<file path="src/rtl/ring_control_sequencer_if.sv">
// rtl/ring_control_sequencer_if.sv - ring/datapath signal bundle for the ring control sequencer
//
// Purpose: groups the phase vector, data-bus sample, ALU flag and all datapath
// control strobes exchanged between the accumulator CPU datapath/timing ring
// and the micro-sequencer.
//
// Members:
//   phase[NPH]       ungated one-hot ring state (Tk = phase[k])
//   bus_in[IRW]      data bus, captured into IR at the end of T2
//   alu_zero         ALU result-is-zero, captured at the end of ADD/SUB T5
//   pc_out, pc_inc, pc_load, mar_load, mem_rd, mem_wr, ir_load, opr_out,
//   acc_load, acc_out, b_load, alu_out, alu_sub, out_load   control strobes
//   restart          ring returns to T0 at the next posedge
//   halted           halt latch
//   opcode[4]        IR opcode field
//   operand[IRW-4]   IR operand field
//   phase_err        sticky illegal-phase flag
//
// Modports: master = ring/datapath side, slave = sequencer.

interface ring_control_sequencer_if #(
    parameter int NPH = 9,
    parameter int IRW = 8
);
    logic [NPH-1:0] phase;
    logic [IRW-1:0] bus_in;
    logic           alu_zero;

    logic           pc_out;
    logic           pc_inc;
    logic           pc_load;
    logic           mar_load;
    logic           mem_rd;
    logic           mem_wr;
    logic           ir_load;
    logic           opr_out;
    logic           acc_load;
    logic           acc_out;
    logic           b_load;
    logic           alu_out;
    logic           alu_sub;
    logic           out_load;
    logic           restart;
    logic           halted;
    logic [3:0]     opcode;
    logic [IRW-5:0] operand;
    logic           phase_err;

    modport master (
        output phase, bus_in, alu_zero,
        input  pc_out, pc_inc, pc_load, mar_load, mem_rd, mem_wr, ir_load,
               opr_out, acc_load, acc_out, b_load, alu_out, alu_sub, out_load,
               restart, halted, opcode, operand, phase_err
    );

    modport slave (
        input  phase, bus_in, alu_zero,
        output pc_out, pc_inc, pc_load, mar_load, mem_rd, mem_wr, ir_load,
               opr_out, acc_load, acc_out, b_load, alu_out, alu_sub, out_load,
               restart, halted, opcode, operand, phase_err
    );
endinterface

</file>
<file path="src/rtl/ring_control_sequencer.sv">
// rtl/ring_control_sequencer.sv - micro-sequencer for the 8-bit accumulator CPU
//
// Purpose: decodes the 9-phase timing ring together with the instruction
// register into per-phase datapath control strobes, requests an early ring
// restart when an instruction completes, and holds IR, zero flag and halt latch.
//
// Ports:
//   clk    system clock, state updates on posedge
//   reset  asynchronous, active-high; clears IR, zflag, halted, phase_err
//   bus    ring_control_sequencer_if.slave (phase/bus_in/alu_zero in,
//          control strobes, restart, halted, opcode, operand, phase_err out)
//
// Build option: PHASE_CHECK_EN - when defined, a phase vector that is not
// exactly one-hot suppresses all outputs and state updates for that cycle and
// sets the sticky phase_err flag. When undefined, the lowest set phase bit is
// decoded and phase_err is tied to 0.

module ring_control_sequencer #(
    parameter int NPH = 9,
    parameter int IRW = 8
) (
    input  logic                    clk,
    input  logic                    reset,
    ring_control_sequencer_if.slave bus
);

    localparam logic [3:0] OP_NOP = 4'h0;
    localparam logic [3:0] OP_LDA = 4'h1;
    localparam logic [3:0] OP_ADD = 4'h2;
    localparam logic [3:0] OP_SUB = 4'h3;
    localparam logic [3:0] OP_STA = 4'h4;
    localparam logic [3:0] OP_LDI = 4'h5;
    localparam logic [3:0] OP_JMP = 4'h6;
    localparam logic [3:0] OP_JZ  = 4'h7;
    localparam logic [3:0] OP_OUT = 4'hE;
    localparam logic [3:0] OP_HLT = 4'hF;

    logic [IRW-1:0] ir;
    logic           zflag;
    logic           halted_r;
    logic [3:0]     op;

    // Single-hot view of the ring used by all decode below.
    logic [NPH-1:0] dec;
    logic           enable;
    logic           t0, t1, t2, t3, t4, t5;

    logic pc_out_c, pc_inc_c, pc_load_c, mar_load_c, mem_rd_c, mem_wr_c;
    logic ir_load_c, opr_out_c, acc_load_c, acc_out_c, b_load_c;
    logic alu_out_c, alu_sub_c, out_load_c, restart_c;

`ifdef PHASE_CHECK_EN
    logic phase_err_r;

    // Zero or multi-hot vectors decode to nothing.
    assign dec = $onehot(bus.phase) ? bus.phase : '0;

    always_ff @(posedge clk or posedge reset) begin
        if (reset) begin
            phase_err_r <= 1'b0;
        end else if (!$onehot(bus.phase)) begin
            phase_err_r <= 1'b1;
        end
    end

    assign bus.phase_err = phase_err_r;
`else
    // Isolate the lowest set bit (x & -x); all-zero stays all-zero.
    assign dec = bus.phase & (~bus.phase + {{(NPH-1){1'b0}}, 1'b1});

    assign bus.phase_err = 1'b0;
`endif

    assign op     = ir[IRW-1:IRW-4];
    assign enable = !reset && !halted_r && (|dec);

    assign t0 = enable && dec[0];
    assign t1 = enable && dec[1];
    assign t2 = enable && dec[2];
    assign t3 = enable && dec[3];
    assign t4 = enable && dec[4];
    assign t5 = enable && dec[5];

    always_comb begin
        pc_out_c   = 1'b0;
        pc_inc_c   = 1'b0;
        pc_load_c  = 1'b0;
        mar_load_c = 1'b0;
        mem_rd_c   = 1'b0;
        mem_wr_c   = 1'b0;
        ir_load_c  = 1'b0;
        opr_out_c  = 1'b0;
        acc_load_c = 1'b0;
        acc_out_c  = 1'b0;
        b_load_c   = 1'b0;
        alu_out_c  = 1'b0;
        alu_sub_c  = 1'b0;
        out_load_c = 1'b0;
        restart_c  = 1'b0;

        // Fetch is common to every opcode.
        if (t0) begin
            pc_out_c   = 1'b1;
            mar_load_c = 1'b1;
        end
        if (t1) begin
            pc_inc_c = 1'b1;
        end
        if (t2) begin
            mem_rd_c  = 1'b1;
            ir_load_c = 1'b1;
        end

        // Execute; phases past an instruction's restart phase fall through to 0.
        case (op)
            OP_LDA: begin
                if (t3) begin
                    opr_out_c  = 1'b1;
                    mar_load_c = 1'b1;
                end
                if (t4) begin
                    mem_rd_c   = 1'b1;
                    acc_load_c = 1'b1;
                    restart_c  = 1'b1;
                end
            end
            OP_ADD, OP_SUB: begin
                if (t3) begin
                    opr_out_c  = 1'b1;
                    mar_load_c = 1'b1;
                end
                if (t4) begin
                    mem_rd_c  = 1'b1;
                    b_load_c  = 1'b1;
                    alu_sub_c = (op == OP_SUB);
                end
                if (t5) begin
                    alu_out_c  = 1'b1;
                    acc_load_c = 1'b1;
                    restart_c  = 1'b1;
                    alu_sub_c  = (op == OP_SUB);
                end
            end
            OP_STA: begin
                if (t3) begin
                    opr_out_c  = 1'b1;
                    mar_load_c = 1'b1;
                end
                if (t4) begin
                    acc_out_c = 1'b1;
                    mem_wr_c  = 1'b1;
                    restart_c = 1'b1;
                end
            end
            OP_LDI: begin
                if (t3) begin
                    opr_out_c  = 1'b1;
                    acc_load_c = 1'b1;
                    restart_c  = 1'b1;
                end
            end
            OP_JMP: begin
                if (t3) begin
                    opr_out_c = 1'b1;
                    pc_load_c = 1'b1;
                    restart_c = 1'b1;
                end
            end
            OP_JZ: begin
                if (t3) begin
                    opr_out_c = zflag;
                    pc_load_c = zflag;
                    restart_c = 1'b1;
                end
            end
            OP_OUT: begin
                if (t3) begin
                    acc_out_c  = 1'b1;
                    out_load_c = 1'b1;
                    restart_c  = 1'b1;
                end
            end
            OP_HLT: begin
                // No strobes; the halt latch is set at the end of T3.
            end
            default: begin
                // NOP and unassigned opcodes 8..D.
                if (t3) begin
                    restart_c = 1'b1;
                end
            end
        endcase
    end

    // Strobes are already gated by reset/halted/phase validity, so the update
    // conditions inherit the freeze-while-halted and bad-phase rules.
    always_ff @(posedge clk or posedge reset) begin
        if (reset) begin
            ir       <= '0;
            zflag    <= 1'b0;
            halted_r <= 1'b0;
        end else begin
            if (ir_load_c) begin
                ir <= bus.bus_in;
            end
            if (t5 && (op == OP_ADD || op == OP_SUB)) begin
                zflag <= bus.alu_zero;
            end
            if (t3 && op == OP_HLT) begin
                halted_r <= 1'b1;
            end
        end
    end

    assign bus.pc_out   = pc_out_c;
    assign bus.pc_inc   = pc_inc_c;
    assign bus.pc_load  = pc_load_c;
    assign bus.mar_load = mar_load_c;
    assign bus.mem_rd   = mem_rd_c;
    assign bus.mem_wr   = mem_wr_c;
    assign bus.ir_load  = ir_load_c;
    assign bus.opr_out  = opr_out_c;
    assign bus.acc_load = acc_load_c;
    assign bus.acc_out  = acc_out_c;
    assign bus.b_load   = b_load_c;
    assign bus.alu_out  = alu_out_c;
    assign bus.alu_sub  = alu_sub_c;
    assign bus.out_load = out_load_c;
    assign bus.restart  = restart_c;
    assign bus.halted   = halted_r;
    assign bus.opcode   = op;
    assign bus.operand  = ir[IRW-5:0];

endmodule

</file>
<file path="src/flat_wrapper.sv">
// flat-port wrapper written by rule: the top's interface ports become plain ports
module ring_control_sequencer_flat 
#(
    parameter int NPH = 9,
    parameter int IRW = 8
)
  (clk, reset, bus_phase, bus_bus_in, bus_alu_zero, bus_pc_out, bus_pc_inc, bus_pc_load, bus_mar_load, bus_mem_rd, bus_mem_wr, bus_ir_load, bus_opr_out, bus_acc_load, bus_acc_out, bus_b_load, bus_alu_out, bus_alu_sub, bus_out_load, bus_restart, bus_halted, bus_opcode, bus_operand, bus_phase_err);
  ring_control_sequencer_if #(.NPH(NPH), .IRW(IRW)) bus_i ();
  input  logic clk;
  input  logic reset;
  input wire logic [$bits(bus_i.phase)-1:0] bus_phase;
  input wire logic [$bits(bus_i.bus_in)-1:0] bus_bus_in;
  input wire logic [$bits(bus_i.alu_zero)-1:0] bus_alu_zero;
  output wire logic [$bits(bus_i.pc_out)-1:0] bus_pc_out;
  output wire logic [$bits(bus_i.pc_inc)-1:0] bus_pc_inc;
  output wire logic [$bits(bus_i.pc_load)-1:0] bus_pc_load;
  output wire logic [$bits(bus_i.mar_load)-1:0] bus_mar_load;
  output wire logic [$bits(bus_i.mem_rd)-1:0] bus_mem_rd;
  output wire logic [$bits(bus_i.mem_wr)-1:0] bus_mem_wr;
  output wire logic [$bits(bus_i.ir_load)-1:0] bus_ir_load;
  output wire logic [$bits(bus_i.opr_out)-1:0] bus_opr_out;
  output wire logic [$bits(bus_i.acc_load)-1:0] bus_acc_load;
  output wire logic [$bits(bus_i.acc_out)-1:0] bus_acc_out;
  output wire logic [$bits(bus_i.b_load)-1:0] bus_b_load;
  output wire logic [$bits(bus_i.alu_out)-1:0] bus_alu_out;
  output wire logic [$bits(bus_i.alu_sub)-1:0] bus_alu_sub;
  output wire logic [$bits(bus_i.out_load)-1:0] bus_out_load;
  output wire logic [$bits(bus_i.restart)-1:0] bus_restart;
  output wire logic [$bits(bus_i.halted)-1:0] bus_halted;
  output wire logic [$bits(bus_i.opcode)-1:0] bus_opcode;
  output wire logic [$bits(bus_i.operand)-1:0] bus_operand;
  output wire logic [$bits(bus_i.phase_err)-1:0] bus_phase_err;
  assign bus_i.phase = bus_phase;
  assign bus_i.bus_in = bus_bus_in;
  assign bus_i.alu_zero = bus_alu_zero;
  assign bus_pc_out = bus_i.pc_out;
  assign bus_pc_inc = bus_i.pc_inc;
  assign bus_pc_load = bus_i.pc_load;
  assign bus_mar_load = bus_i.mar_load;
  assign bus_mem_rd = bus_i.mem_rd;
  assign bus_mem_wr = bus_i.mem_wr;
  assign bus_ir_load = bus_i.ir_load;
  assign bus_opr_out = bus_i.opr_out;
  assign bus_acc_load = bus_i.acc_load;
  assign bus_acc_out = bus_i.acc_out;
  assign bus_b_load = bus_i.b_load;
  assign bus_alu_out = bus_i.alu_out;
  assign bus_alu_sub = bus_i.alu_sub;
  assign bus_out_load = bus_i.out_load;
  assign bus_restart = bus_i.restart;
  assign bus_halted = bus_i.halted;
  assign bus_opcode = bus_i.opcode;
  assign bus_operand = bus_i.operand;
  assign bus_phase_err = bus_i.phase_err;
  ring_control_sequencer #(.NPH(NPH), .IRW(IRW)) u_core (.clk(clk), .reset(reset), .bus(bus_i));
endmodule
</file>
<file path="config.mk">
export PLATFORM = sky130hd
export DESIGN_NAME = ring_control_sequencer_flat
export DESIGN_NICKNAME = d
export VERILOG_FILES = /design/src/rtl/ring_control_sequencer_if.sv /design/src/rtl/ring_control_sequencer.sv /design/src/flat_wrapper.sv
export SDC_FILE = /design/constraint.sdc
export NUM_CORES = 1
export LEC_CHECK = 0
export BUFFER_PORTS_ARGS = -buffer_cell sky130_fd_sc_hd__buf_4
export CAP_MARGIN = 15
export CORE_ASPECT_RATIO = 1.2
export CORE_MARGIN = 2
export CORE_UTILIZATION = 42
export DETAILED_ROUTE_END_ITERATION = 7
export HOLD_SLACK_MARGIN = 0.12
export PLACE_DENSITY = 0.88
export SLEW_MARGIN = 20
export SYNTH_ARGS = -nofsm -noshare
export SYNTH_HDL_FRONTEND = slang
export SYNTH_SLANG_ARGS = --single-unit
</file>
<file path="constraint.sdc">
create_clock -name clk -period 1.6 [get_ports clk]
set_input_delay 0.24 -clock clk [delete_from_list [all_inputs] [get_ports clk]]
set_output_delay 0.24 -clock clk [all_outputs]
set_load 0.005 [all_outputs]
</file>
==> flow_summary.yaml <==
run_status:
  status: "complete, but fails checks"
  violations: "negative setup slack"
finish:
  area_growth_pct: 92.5
  n_antenna_cell: 0
  drive_gt1_frac: 0.766
  instances_no_fill: 155
  final_nets: 158
synth:
  synth_edf_count: 0
  synth-seq-area-share: 0.341
  syn_nets: 94
  syn-mean-instance-area_sq_um: 9.91
  ys.flop_type: "dfrtp_1"
  yosysUniqueCellTypes: 34
  synth_cells: 74
  yosysWarnings: 0
  synth-async-reset-ratio: 1.00
  synth_area_sq_um: 733
  ys_ff_latch: 10
timing:
  setup_ws_ps: -225
  drv_slew: 0
  rsz0062_at_grt: "true"
  fin_skew_ps: 3.90
  fmax_mhz: 548
  fin_crit_sh: 1.14
  setup_viol: 14
  hold_viol_final: 0
  period_minus_slack_ps: 1830
  setup_tns_ps: -1830
critical_path:
  arrival_ps: 1590
  r2r_cells: 6
  cp-start-kind: "flop"
  path_common_cell: "buf_4"
  crit_type: "flop to primary output"
  cp_slowest_cell: "dfrtp_1"
  crit_cells: 6
  path_cells: "buf_6, buf_4, nand3_1, a21boi_2, o311ai_2, buf_4"
  reg2reg_to: "u_core.zflag"
  timing.rr.start: "u_core.ir[7]"
  crit_buf_inv: 3
  critPathMaxStageDelay_ps: 430
  cp_max_fo: 3
  cp_top_family: "buffers and inverters"
  required_ps: 1360
  cp-end-kind: "primary output"
  r2r_slack_ps: -40
global_routing:
  grt_pass1_wl_microns: 4130
  grt_usage: 0.257
  grt_max_degree: 13
  antenna_found_initial: 0
  grt_remaining_overflow: 0
  grt_pass1_vias: 882
die:
  rows: 16
  die_y_microns: 49.8
  die_w_microns: 42.1
  core_sq_mm: 0.00164
  pin_count: 45
  die_area_sq_mm: 0.00210
  initial_utilization: 0.447
clock_network:
  tritoncts: "yes"
  cts_buffers: 3
  clk_transition_reported_paths_ps: 70
  htreeDepth: 1
  cts.sinks: 10
  clock_path_buffers: 2
  clock_latency_ps: 250
  clock-root-buffer: "clkbuf_4"
pwr:
  p_per_area_mw_per_mm2: 415
  clockPowerShare: 0.371
  seqPwrFrac: 0.443
  internal-power_mw: 0.452
  p_comb_frac: 0.186
  vdd_ir_drop_max_mv: 0.524
  swShare: 0.229
  power_leakage_nw: 0.703
  power.switching_mw: 0.134
hold_path:
  hold_path_end: "u_core.ir[0]"
  hp-class: "input port to flop"
  min_from: "bus_bus_in[0]"
  whs_path_depth: 2
route:
  drt-initial-drc-count: 21
  drcViolationCount: 0
  drtAntennaViolNets: 0
  first_pass_iters: 4
  vias: 864
  wl_per_cell_microns: 18.1
  finalWirelength_microns: 2800
  vias_per_cell: 5.57
place:
  gp_congestion: 0.854
  portBuffers: 40
  hpwl_microns: 1570
  post-place-cells: 139
flow_run:
  drv_cap: 0
==> what timing repair did <==
| item | CTS | global route |
|---|---|---|
| pin swaps | 7 | 2 |
| hold endpoints to repair | 10 | 0 |
| hold buffers | 1 | 0 |
| gates resized for setup | 31 | 12 |
| endpoints found under the setup margin | 13 | 14 |
| setup buffers | 4 | 6 |
| cloned | 1 | 0 |
==> final cells by class <==
class	instances	area [sq um]
Multi-Input combinational cell	53	558
Clock buffer	4	36.3
Inverter	6	27.5
Fill cell	80	230
Sequential cell	10	253
Tap cell	18	22.5
Timing Repair Buffer	64	514
==> cells in the mapped netlist (all sizes together) (2+ instances only) <==
| cell | count | area (sq um) |
|---|---|---|
| nand2 | 5 | 21.3 |
| buf | 4 | 35.0 |
| dfrtp | 10 | 250 |
| nor4b | 2 | 17.5 |
| inv | 6 | 22.5 |
| nor3 | 4 | 20.0 |
| nor2 | 3 | 11.3 |
| xor2 | 2 | 17.5 |
| nor3b | 3 | 22.5 |
| mux2 | 9 | 101 |
| a21oi | 3 | 15.0 |
| nand3 | 4 | 20.0 |
| nand3b | 2 | 18.8 |
==> power by group through the flow <==
stage	Combinational [mW]	Sequential [mW]	Clock, mW
after detailed placement	0.0786	0.264	0
after floorplan	0.0271	0.263	0
after global routing	0.115	0.260	0.236
final	0.109	0.260	0.218
after global placement	0.0763	0.264	0
after CTS	0.0917	0.259	0.224
==> layout by cell type (no fill, tap or decap), types with 2 or more instances in the layout <==
cell | Yosys | routed
xor2_1 | 2 | 2
nor2_4 | 0 | 2
a21oi_2 | 0 | 2
buf_4 | 1 | 53
nand3_4 | 0 | 2
nand3_1 | 4 | 2
buf_6 | 2 | 9
mux2_2 | 9 | 9
dfrtp_2 | 0 | 2
dfrtp_1 | 10 | 8
clkbuf_4 | 0 | 3
nor3_1 | 4 | 2
inv_1 | 6 | 3
nand2_1 | 4 | 3
inv_2 | 0 | 2
nor3_2 | 0 | 2
==> registers in the layout, indices dropped and copies added (netlist names) <==
signal and cells:
u_core.bus.halted 1, u_core.ir 8, u_core.zflag 1
==> metrics by stage <==
stage	power [mW]	area, sq um	hold slack (ps)	util	setup slack [ps]
after detailed placement	0.342	1110	285	0.675	-29.1
after floorplan	0.290	733	85.6	-	52.6
after global placement	0.340	1110	275	0.675	27.1
after CTS	0.575	1310	209	0.798	-180
final	0.586	1410	214	0.860	-225
after global routing	0.610	1410	206	0.860	-288
==> layer usage <==
metal  up-vias  part of all wire  GRT usage  wire [microns]
met5         -                 0          0               0
met4         0             0.043      0.141             121
met3        12             0.065     0.0549             183
met2        50              0.52      0.474            1450
met1       409              0.37      0.266            1050
li1        393                 -          -               -
==> kinds of logic after synthesis <==
family,Yosys count,synth area share
AO/OA/AOI/OAI,10,0.116
buffers and inverters,11,0.0836
XOR/XNOR,2,0.0239
AND/OR/NAND/NOR,31,0.292
other,1,0.00511
multiplexers,9,0.138
flip-flops,10,0.341
==> worst max-delay path by stage <==
stage	slack, ps	end	start
3_5_place_dp	-30	bus_restart	u_core.bus.halted
3_3_place_gp	30	bus_restart	u_core.bus.halted
2_1_floorplan	50	bus_restart	u_core.bus.halted
6_report	-230	bus_restart	u_core.ir[4]
5_1_grt	-290	bus_restart	u_core.ir[4]
4_1_cts	-180	bus_restart	u_core.bus.halted
Note: power is estimated with default switching activity, not from simulation.
